===== src/rtl/fifo_uart_tx_pkg.sv =====
// Shared definitions for the FIFO-draining UART transmitter: FSM state
// encodings, 8N1 framing constants and a counter-width helper.
package fifo_uart_tx_pkg;

  typedef enum logic [1:0] {
    ST_IDLE  = 2'd0,
    ST_START = 2'd1,
    ST_DATA  = 2'd2,
    ST_STOP  = 2'd3
  } state_t;

  localparam int   UART_DATA_BITS  = 8;
  localparam logic UART_IDLE_LEVEL = 1'b1;

  // Index width that never collapses to zero bits for single-entry ranges.
  function automatic int idx_width(input int n);
    return (n > 1) ? $clog2(n) : 1;
  endfunction

endpackage


===== src/rtl/fifo_uart_tx_baud_counter.sv =====
// Bit-period timer: counts 0..CLKS_PER_BIT-1 and flags the last cycle of
// each period with tick. clear holds the count at zero.
module baud_counter #(
  parameter int CLKS_PER_BIT = 16
) (
  input  logic clk,
  input  logic rst,
  input  logic clear,
  output logic tick
);

  localparam int CNT_W = (CLKS_PER_BIT > 1) ? $clog2(CLKS_PER_BIT) : 1;
  localparam logic [CNT_W-1:0] LAST = CNT_W'(CLKS_PER_BIT - 1);

  logic [CNT_W-1:0] cnt_r;
  logic [CNT_W-1:0] cnt_next_s;
  logic             tick_r;

  // Next count: wrap only at the terminal count, hold zero while cleared.
  always_comb begin
    cnt_next_s = cnt_r;
    if (clear) begin
      cnt_next_s = {CNT_W{1'b0}};
    end else if (cnt_r == LAST) begin
      cnt_next_s = {CNT_W{1'b0}};
    end else begin
      cnt_next_s = cnt_r + CNT_W'(1);
    end
  end

  // Counter and registered terminal-count flag.
  always_ff @(posedge clk) begin
    if (rst) begin
      cnt_r  <= {CNT_W{1'b0}};
      tick_r <= 1'b0;
    end else begin
      cnt_r  <= cnt_next_s;
      tick_r <= (cnt_next_s == LAST);
    end
  end

  assign tick = tick_r;

endmodule


===== src/rtl/fifo_uart_tx.sv =====
// Pops words from a first-word-fall-through FIFO and sends each one as
// DATA_WIDTH/8 UART bytes (8N1), least-significant byte first.
module fifo_uart_tx
  import fifo_uart_tx_pkg::*;
#(
  parameter int DATA_WIDTH   = 32,
  parameter int CLKS_PER_BIT = 16
) (
  input  logic                  clk,
  input  logic                  rst,
  input  logic                  enable,
  input  logic                  rempty,
  input  logic [DATA_WIDTH-1:0] rdata,
  output logic                  rpull,
  output logic                  txd,
  output logic                  busy
);

  localparam int BYTES  = DATA_WIDTH / 8;
  localparam int BYTE_W = idx_width(BYTES);
  localparam logic [BYTE_W-1:0] LAST_BYTE = BYTE_W'(BYTES - 1);
  localparam logic [2:0]        LAST_BIT  = 3'(UART_DATA_BITS - 1);

  state_t              state_r, state_next_s;
  logic [DATA_WIDTH-1:0] word_r, word_next_s;
  logic [2:0]          bit_idx_r, bit_idx_next_s;
  logic [BYTE_W-1:0]   byte_idx_r, byte_idx_next_s;
  logic                txd_r, txd_next_s;
  logic                busy_r;
  logic                tick_s;
  logic                rpull_s;

  assign rpull_s = (state_r == ST_IDLE) & enable & ~rempty & ~rst;

  // The counter sits at zero in IDLE so the first START cycle begins a full period.
  baud_counter #(.CLKS_PER_BIT(CLKS_PER_BIT)) u_baud (
    .clk   (clk),
    .rst   (rst),
    .clear (state_r == ST_IDLE),
    .tick  (tick_s)
  );

  // Next-state logic; the word register shifts right so txd always reads bit 0.
  always_comb begin
    state_next_s    = state_r;
    word_next_s     = word_r;
    bit_idx_next_s  = bit_idx_r;
    byte_idx_next_s = byte_idx_r;
    case (state_r)
      ST_IDLE: begin
        if (rpull_s) begin
          state_next_s    = ST_START;
          word_next_s     = rdata;
          bit_idx_next_s  = 3'd0;
          byte_idx_next_s = {BYTE_W{1'b0}};
        end else begin
          state_next_s = ST_IDLE;
        end
      end
      ST_START: begin
        if (tick_s) begin
          state_next_s   = ST_DATA;
          bit_idx_next_s = 3'd0;
        end else begin
          state_next_s = ST_START;
        end
      end
      ST_DATA: begin
        if (tick_s) begin
          word_next_s = {1'b0, word_r[DATA_WIDTH-1:1]};
          if (bit_idx_r == LAST_BIT) begin
            state_next_s = ST_STOP;
          end else begin
            bit_idx_next_s = bit_idx_r + 3'd1;
          end
        end else begin
          state_next_s = ST_DATA;
        end
      end
      ST_STOP: begin
        if (tick_s) begin
          if (byte_idx_r != LAST_BYTE) begin
            byte_idx_next_s = byte_idx_r + BYTE_W'(1);
            state_next_s    = ST_START;
          end else begin
            state_next_s = ST_IDLE;
          end
        end else begin
          state_next_s = ST_STOP;
        end
      end
      default: state_next_s = ST_IDLE;
    endcase
  end

  // Line level for the state being entered, so txd changes on that same edge.
  always_comb begin
    txd_next_s = UART_IDLE_LEVEL;
    case (state_next_s)
      ST_IDLE:  txd_next_s = UART_IDLE_LEVEL;
      ST_START: txd_next_s = ~UART_IDLE_LEVEL;
      ST_DATA:  txd_next_s = word_next_s[0];
      ST_STOP:  txd_next_s = UART_IDLE_LEVEL;
      default:  txd_next_s = UART_IDLE_LEVEL;
    endcase
  end

  // State, datapath and registered line outputs.
  always_ff @(posedge clk) begin
    if (rst) begin
      state_r    <= ST_IDLE;
      word_r     <= {DATA_WIDTH{1'b0}};
      bit_idx_r  <= 3'd0;
      byte_idx_r <= {BYTE_W{1'b0}};
      txd_r      <= UART_IDLE_LEVEL;
      busy_r     <= 1'b0;
    end else begin
      state_r    <= state_next_s;
      word_r     <= word_next_s;
      bit_idx_r  <= bit_idx_next_s;
      byte_idx_r <= byte_idx_next_s;
      txd_r      <= txd_next_s;
      busy_r     <= (state_next_s != ST_IDLE);
    end
  end

  assign rpull = rpull_s;
  assign txd   = txd_r;
  assign busy  = busy_r;

endmodule


===== config.mk =====
export PLATFORM = sky130hd
export DESIGN_NAME = fifo_uart_tx
export DESIGN_NICKNAME = d
export VERILOG_FILES = /design/src/rtl/fifo_uart_tx_pkg.sv /design/src/rtl/fifo_uart_tx_baud_counter.sv /design/src/rtl/fifo_uart_tx.sv
export SDC_FILE = /design/constraint.sdc
export NUM_CORES = 1
export LEC_CHECK = 0
export CORE_MARGIN = 5
export CORE_UTILIZATION = 40
export CTS_CLUSTER_DIAMETER = 80
export CTS_CLUSTER_SIZE = 16
export DETAILED_ROUTE_END_ITERATION = 8
export PLACE_DENSITY = 0.61
export SYNTH_ARGS = -nofsm -noshare
export SYNTH_HDL_FRONTEND = slang
export SYNTH_SLANG_ARGS = --single-unit

===== constraint.sdc =====
create_clock -name clk -period 2.4 [get_ports clk]
set_input_delay 0.48 -clock clk [delete_from_list [all_inputs] [get_ports clk]]
set_output_delay 0.48 -clock clk [all_outputs]
set_load 0.005 [all_outputs]

==> impl_metrics.yaml, run 1 <==
synth:
  async_flop_share_pct: 0
  synth.ff_latch_count: 46
  syn_nets: 281
  avgSynthCellArea_sq_um: 9.56
  syn_inst: 238
  synth_edf_count: 0
  synth_ff_type: "dfxtp_1"
  yosys_warnings: 0
  seq_area_frac_synth_pct: 40.5
  netlist_area_sq_mm: 0.00228
  ys_types: 36
setup_path:
  path_cells: "clkdlybuf4s50_1 > or4b_4 > nor2_1 > dlygate4sd2_1"
  critPathArrivalTime_ns: 1.79
  required_ns: 1.92
  start_kind: "input pin"
  endpoint_kind: "primary output"
  r2r-start: "state_r[0]"
  crit_start: "rempty"
  path_depth: 4
  cpPeakStageDelay_ns: 0.54
  critical-path-top-delay-family: "buffers and inverters"
  path_buf_inv: 2
  r2r_slack_ns: 0.43
  slowest_stage: "or4b_4"
  cp_max_fo: 2
  crit_type: "input pin to primary output"
  reg2regPathDepth: 4
pwr:
  power_switching_uw: 353
  swShare_pct: 22.9
  seqPwrFrac_pct: 51.9
  p_int_mw: 1.19
  power_leakage_nw: 0.921
  power.share.clock_pct: 37.1
  vdd_drop_max_v: 0.000274
  powerDensity_mw_per_mm2: 551
  p_comb_share_pct: 11.1
  finalPower_mw: 1.54
floorplan:
  core_area_sq_mm: 0.00551
  rows: 27
  initial_core_util_pct: 41.3
  die_h_um: 85.4
  io_pins: 39
  die_w_um: 85.4
  die-area_sq_mm: 0.00730
detailed_routing:
  via_per_inst: 5.86
  dr.pass1.iters: 4
  wire_per_inst_um: 15.7
  ant_nets: 0
  wl_um: 5370
  drt_iter0_markers: 126
  drc: 0
  detailroute.via_count: 1997
run_status:
  status: "finished, final reports clean"
timing:
  fmax_mhz: 441
  finalSetupViolations: 0
  period_minus_slack_ns: 2.27
  relSlewSlack_pct: 34.9
  grt_setup_unrepaired: "no"
  fin_crit_sh_pct: 94.4
  skew_ns: 0.00717
  worst_pin_slew_ns: 0.975
  drv_slew: 0
  hold_viol: 0
global_route:
  grt_max_degree: 45
  grt_pass1_wl_um: 9000
  grt_overflow: 0
  antenna_found_initial: 0
  grt_pass1_vias: 1908
  gr-usage-all-layers_pct: 14.9
clock_tree:
  cts_tree: "done"
  clk_latency_ns: 0.30
  clk_pin_slew_ns: 0.09
  ctsHoldBuffers: 0
  cts_setup_buffers: 0
  numClockSinks: 46
  ctsHtreeMaxLevel: 2
  cts_buffers: 5
  cts_max_path_buffers: 2
  clockRootBuffer: "clkbuf_8"
final_layout:
  layout.nets: 311
  antenna_cells: 0
  fin_cells: 341
  drive_gt1_share_pct: 11.2
  area_growth_pct: 23.1
  fin_util_pct: 50.9
run:
  cap_violations: 0
place:
  hpwl_um: 3280
  dp.cells: 333
  gp_congestion: 0.778
  port_buffers: 38
min_path:
  whs_path_depth: 2
  hp-class: "flop to flop"
  min_from: "word_r[20]"
==> layer usage <==
metal,track usage (%),wire [um],up-vias
li1,-,-,987
met1,19.4,2490,951
met2,23.5,2490,53
met3,4.47,327,6
met4,4.89,59,0
met5,0,0,-
==> cell usage after synthesis (3+ instances only) <==
cell type / number / area [sq um]
dfxtp_1: 46 / 921
nand2_1: 4 / 15.0
buf_6: 5 / 56.3
a32oi_1: 30 / 263
a21oi_1: 37 / 185
o211ai_1: 30 / 225
clkbuf_1: 17 / 63.8
and2_1: 3 / 18.8
or2_2: 3 / 18.8
ha_1: 7 / 87.6
o211ai_2: 4 / 50.1
buf_2: 4 / 20.0
nand2b_1: 5 / 31.3
mux2i_1: 4 / 40.0
o21ai_0: 3 / 15.0
nor2_1: 9 / 33.8
inv_1: 3 / 11.3
==> worst paths after layout <==
kind                                   end
worst max register to register  word_r[11]
worst min-delay path            word_r[20]
worst min register to register  word_r[20]
worst max-delay path                 rpull
==> through the flow <==
stage	worst slack, ns	area [sq um]	hold WS (ns)	TNS, ns
after floorplan	0.435	2280	0.449	0
after global placement	-0.134	2690	0.458	-0.134
after detailed placement	-0.146	2690	0.465	-0.146
after CTS	0.117	2800	0.478	0
after global routing	0.0745	2800	0.493	0
final	0.134	2800	0.474	0
==> layout by cell type (no fill, tap or decap), drive strengths merged, types with 2 or more instances in the layout <==
cell,n
and2,3
clkdlybuf4s50,37
nor2b,2
nand3,2
inv,3
nand4b,2
buf,12
nor2,9
and3b,2
dfxtp,46
nand3b,2
nand2,4
mux2i,4
ha,7
a21oi,37
o21ai,3
o211ai,35
nand2b,5
clkbuf,6
a32oi,30
nor4b,2
or2,3
==> cells by family after synthesis <==
family | after synthesis | synth area share (%)
AOI/OAI and AO/OA | 108 | 34.4
DFF | 46 | 40.5
and+or+nand+nor | 41 | 11.9
buffers and inverters | 30 | 6.82
adders and majority gates | 7 | 3.85
muxes | 4 | 1.76
xor gates and xnor gates | 2 | 0.770
==> tightest hold or removal path: stages, from the launching register on <==
cell and delay, ns:
dfxtp_1 0.33, o211ai_2 0.05, a21oi_1 0.05
==> state kept, by name (all words and copies together) (netlist names) <==
name	count
byte_idx_r	2
busy	1
word_r	32
txd	1
bit_idx_r	3
u_baud.tick	1
state_r	2
u_baud.cnt_r	4
==> final cells by class <==
class | count | area (sq um)
sequential | 46 | 922
inverter | 3 | 11.3
clock buffer | 6 | 72.6
clock inverter | 2 | 37.5
fill | 535 | 2700
multi-input combinational | 162 | 1200
timing repair buffer | 50 | 469
tap | 72 | 90.1
==> power groups by stage <==
stage	Sequential, mW	Combinational (mW)	Clock, mW
6_report	0.801	0.171	0.572
5_1_grt	0.805	0.186	0.620
4_1_cts	0.801	0.172	0.591
3_5_place_dp	0.819	0.171	0
3_3_place_gp	0.819	0.172	0
2_1_floorplan	0.811	0.0939	0
==> repair_timing <==
item	in CTS	in global routing
setup endpoints to repair	1	0
endpoints found under the hold margin	0	0
gates resized for setup	1	0
Power figures use the tool's default switching activity.
==> run 2, diff against run 1 <==
DONT_BUFFER_PORTS = 1   (was unset)
PLACE_DENSITY = 0.52   (was 0.61)
TNS_END_PERCENT = 20   (was unset)
==> run 2 against run 1 <==
Compared with the run above: register-to-register slack better by 0.08 ns; cell count is 13% lower; global-route usage is 0.37 points lower; non-clock buffer count is 44 lower; sequential power hardly changed; hold slack worse by 0.23 ns; die area stayed put; sequential cell count stayed put; sequential share of layout area is 6.4 points higher; wire length is 1.2% lower; design area is 16% lower; critical path type is now flop to primary output.
==> impl_metrics.yaml, run 2 (synthesized netlist as in run 1, its figures left out) <==
run_status:
  status: "finished, final reports clean"
detailed_routing:
  drc: 0
  wl_um: 5300
  via_per_inst: 6.26
  drt_iter0_markers: 80
  wire_per_inst_um: 17.9
  detailroute.via_count: 1853
  dr.pass1.iters: 4
  ant_nets: 0
final_layout:
  drive_gt1_share_pct: 9.82
  register_area_sq_um: 922
  multiInputGateArea_sq_mm: 0.00120
  reg_top3: "word_r: 32 flops, u_baud.cnt_r: 4 flops, bit_idx_r: 3 flops"
  final_cell_mix: "dfxtp_1, a21oi_1, a32oi_1, o211ai_1, nor2_1"
  fin_area_sq_mm: 0.00234
  layout.nets: 267
  fin_cells: 296
  antenna_cells: 0
  fill_cells: 543
  mostFrequentLayoutCell: "dfxtp_1"
  largest_register_ffs: 32
  area_growth_pct: 3.02
  top_register: "word_r"
run:
  cap_violations: 0
timing:
  relSlewSlack_pct: 36.1
  setup_slack_ns: 0.255
  period_minus_slack_ns: 2.14
  fin_tns_setup_ns: 0
  drv_slew: 0
  worst_pin_slew_ns: 0.957
  grt_setup_unrepaired: "no"
  hold_viol: 0
  finalSetupViolations: 0
  skew_ns: 0.00500
  fmax_mhz: 466
  fin_crit_sh_pct: 89.4
setup_path:
  path_cells: "or4b_4 > nor2_1"
  start_kind: "flop"
  cpPeakStageDelay_ns: 0.70
  endpoint_kind: "primary output"
  critPathArrivalTime_ns: 1.66
  required_ns: 1.92
  cp_max_fo: 17
  path_buf_inv: 0
  critical-path-top-delay-family: "simple AND/OR/NAND/NOR gates"
  crit_type: "flop to primary output"
  slowest_stage: "or4b_4"
place:
  pre_cts_slack_ns: 0.550
  dp.cells: 289
  port_buffers: 0
  gp_congestion: 0.760
  dpl_cell_area_sq_mm: 0.00227
  hpwl_um: 3440
pwr:
  finalPower_mw: 1.33
  powerDensity_mw_per_mm2: 567
  p_int_mw: 1.02
  power_switching_uw: 308
  vdd_drop_max_v: 0.000311
  swShare_pct: 23.1
  power.share.clock_pct: 33.1
  p_comb_share_pct: 6.6
  power_leakage_nw: 0.726
  seqPwrFrac_pct: 60.3
clock_tree:
  cts_resized: 0
  cts_buffers: 5
  cts_max_path_buffers: 2
  numClockSinks: 46
  ctsHoldBuffers: 0
  clockRootBuffer: "clkbuf_8"
  clk_pin_slew_ns: 0.08
  clk_latency_ns: 0.29
  ctsHtreeMaxLevel: 2
  cts_tree: "done"
  cts_setup_buffers: 0
floorplan:
  die_w_um: 85.4
  rows: 27
  io_pins: 39
  core_area_sq_mm: 0.00551
  initial_core_util_pct: 41.3
  die-area_sq_mm: 0.00730
  die_h_um: 85.4
min_path:
  hp-class: "input pin to flop"
global_route:
  grt_pass1_wl_um: 8510
  grt_pass1_vias: 1732
  grt_overflow: 0
  grt_max_degree: 47
  gr-usage-all-layers_pct: 14.5
  antenna_found_initial: 0
-- run 2: cell types whose count changed in the layout (fill, tap and decap cells not counted) --
cell             previous run  this run
clkdlybuf4s50_1            37         0
clkbuf_1                    1         2
clkinvlp_4                  1         0
buf_4                      12         6
bufinv_16                   1         0
dlygate4sd2_1               1         0
-- run 2: final cells by class --
type | count | share of cell area, %
Multi-Input combinational cell | 162 | 51.2
Sequential cell | 46 | 39.3
Tap cell | 72 | 3.84
Clock buffer | 7 | 3.26
Timing Repair Buffer | 6 | 1.92
Inverter | 3 | 0.480
-- run 2: worst register-to-register path, delay by kind of cell, from the launching register on --
kind / cells / cell delay (ns)
AO/OA/AOI/OAI: 3 / 0.49
adder cells (fa/ha/maj): 3 / 0.60
flip-flops: 1 / 0.32
AND/OR/NAND/NOR: 3 / 0.41
-- run 2: routing by layer --
| layer | routed length, um | track usage (%) | share of wire (%) | up-vias |
|---|---|---|---|---|
| met5 | 0 | 0 | 0 | - |
| met4 | 83 | 5.32 | 1.6 | 0 |
| met3 | 290 | 5.24 | 5.5 | 8 |
| met2 | 2490 | 22.9 | 47 | 39 |
| met1 | 2430 | 18.2 | 46 | 904 |
| li1 | - | - | - | 902 |
-- run 2: final timing paths --
| check | slack (ns) | cells after the start | endpoint | startpoint |
|---|---|---|---|---|
| worst max-delay path | 0.26 | 2 | rpull | state_r[1] |
| worst min-delay path | 0.24 | 1 | state_r[0] | rst |
| worst max register to register | 0.51 | 9 | txd | bit_idx_r[0] |
| worst min register to register | 0.48 | 2 | word_r[21] | word_r[21] |
-- run 2: stage by stage --
step | hold WS, ns | util [%]
after global placement | 0.452 | 41.2
final | 0.244 | 42.6
after CTS | 0.232 | 42.6
after global routing | 0.219 | 42.6
after floorplan | 0.449 | -
after detailed placement | 0.465 | 41.2
-- run 2: power by group through the flow --
stage	Sequential, mW	Combinational, mW	Clock, mW
after global placement	0.819	0.0849	0
after detailed placement	0.819	0.0880	0
after floorplan	0.811	0.0939	0
final	0.801	0.0883	0.440
after CTS	0.801	0.0888	0.459
after global routing	0.805	0.0980	0.496
==> run 3, diff against run 2 <==
clock period = 2.3 ns   (was 2.4 ns; I/O delays follow)
==> run 3 against run 2 <==
Compared with the run above: power increased by 4.8%; core utilization increased by 0.20 points; worst setup slack got worse by 0.065 ns; design area increased by 0.48%; sequential power increased by 4.0%; wire length decreased by 2.5%; largest cell class unchanged; largest power group unchanged.
==> impl_metrics.yaml, run 3 (synthesized netlist as in run 1, its figures left out) <==
final_layout:
  top_register: "word_r"
  reg_top3: "word_r: 32 flops, u_baud.cnt_r: 4 flops, bit_idx_r: 3 flops"
  largest_register_ffs: 32
  antenna_cells: 0
  fin_area_sq_mm: 0.00236
  final_cell_mix: "dfxtp_1, a21oi_1, a32oi_1, o211ai_1, nor2_1"
  layout.nets: 268
  area_growth_pct: 3.52
  mostFrequentLayoutCell: "dfxtp_1"
  drive_gt1_share_pct: 10.7
timing:
  worst_pin_slew_ns: 0.953
  grt_setup_unrepaired: "no"
  hold_viol: 0
  fmax_mhz: 474
  period_minus_slack_ns: 2.11
  skew_ns: 0.00201
  finalSetupViolations: 0
  drv_slew: 0
  fin_tns_setup_ns: 0
  relSlewSlack_pct: 36.4
  hold_ws_ns: 0.230
  fin_crit_sh_pct: 91.7
detailed_routing:
  wire_per_inst_um: 17.4
  via_per_inst: 6.19
  drc: 0
  ant_nets: 0
  dr.pass1.iters: 4
  drt_iter0_markers: 111
  wl_um: 5170
  detailroute.via_count: 1837
floorplan:
  die-area_sq_mm: 0.00730
  rows: 27
  io_pins: 39
  die_h_um: 85.4
  initial_core_util_pct: 41.3
  die_w_um: 85.4
  core_area_sq_mm: 0.00551
pwr:
  vdd_drop_max_v: 0.000327
  power_leakage_nw: 0.730
  power.share.clock_pct: 33.4
  p_comb_share_pct: 6.8
  swShare_pct: 23.5
  powerDensity_mw_per_mm2: 592
  p_int_mw: 1.07
  seqPwrFrac_pct: 59.8
  power_switching_uw: 327
global_route:
  grt_overflow: 0
  grt_max_degree: 47
  gr-usage-all-layers_pct: 14.3
  grt_pass1_vias: 1753
  antenna_found_initial: 0
  grt_pass1_wl_um: 8540
run_status:
  status: "finished, final reports clean"
setup_path:
  start_kind: "flop"
  crit_type: "flop to primary output"
  required_ns: 1.84
  r2r_end: "word_r[6]"
  reg2regPathDepth: 4
  crit_start: "state_r[1]"
  endpoint: "rpull"
  r2r-start: "state_r[0]"
  r2r_slack_ns: 0.43
  critPathArrivalTime_ns: 1.65
  endpoint_kind: "primary output"
  cp_max_fo: 16
place:
  dpl_cell_area_sq_mm: 0.00228
  hpwl_um: 3450
  gp_congestion: 0.711
  port_buffers: 0
min_path:
  hp-class: "input pin to flop"
run:
  cap_violations: 0
clock_tree:
  cts_setup_buffers: 0
  clk_latency_ns: 0.29
  clockRootBuffer: "clkbuf_8"
  ctsHtreeMaxLevel: 2
  numClockSinks: 46
  ctsHoldBuffers: 0
  clk_pin_slew_ns: 0.08
  cts_tree: "done"
  cts_max_path_buffers: 2
  cts_buffers: 5
  cts_resized: 0
run 3: cell count changes in the layout (fill, tap and decap cells not counted):
cell / change
buf_4: +1
clkbuf_1: -1
clkinvlp_4: +1
run 3: area by class of cell:
class	instances	area, sq um
clock buffers	6	72.6
clock inverters	1	7.51
inverters	3	11.3
repair buffers	7	52.6
multi-input cells	162	1200
flip-flops and latches	46	922
fillers	553	3150
well taps	72	90.1
run 3: layer usage:
layer  track usage [%]  up-vias  part of all wire (%)
met5                 0        -                     0
met4              3.88        0                   1.2
met3              5.15        6                   6.7
met2              24.2       38                    48
met1              17.0      894                    44
li1                  -      899                     -
run 3: stage by stage:
step           std cells  utilization, %  setup WS (ns)  total power [mW]
2_1_floorplan        238               -          0.375             0.944
4_1_cts              297            42.8          0.161              1.42
3_3_place_gp         290            41.3          0.490             0.943
5_1_grt              297            42.8         0.0989              1.46
6_report             297            42.8          0.190              1.39
3_5_place_dp         290            41.3          0.429             0.948
run 3: power groups by stage:
| stage | sequential [mW] | clock (mW) | combinational, mW |
|---|---|---|---|
| floorplan | 0.846 | 0 | 0.0980 |
| global placement | 0.851 | 0 | 0.0924 |
| detailed placement | 0.852 | 0 | 0.0957 |
| CTS | 0.833 | 0.487 | 0.0961 |
| global route | 0.837 | 0.521 | 0.106 |
| finish | 0.833 | 0.465 | 0.0951 |
run 3: worst min path at each step:
stage,startpoint,end,depth (start not counted)
global placement,word_r[20],word_r[20],2
global route,rst,byte_idx_r[0],1
detailed placement,word_r[25],word_r[25],2
floorplan,word_r[20],word_r[20],2
finish,rst,state_r[0],1
CTS,rst,state_r[0],1
run 3: worst max-delay path, stage by stage (launching register included):
cell and delay [ns]:
dfxtp_1 0.48, or4b_4 0.69, nor2_1 0.19
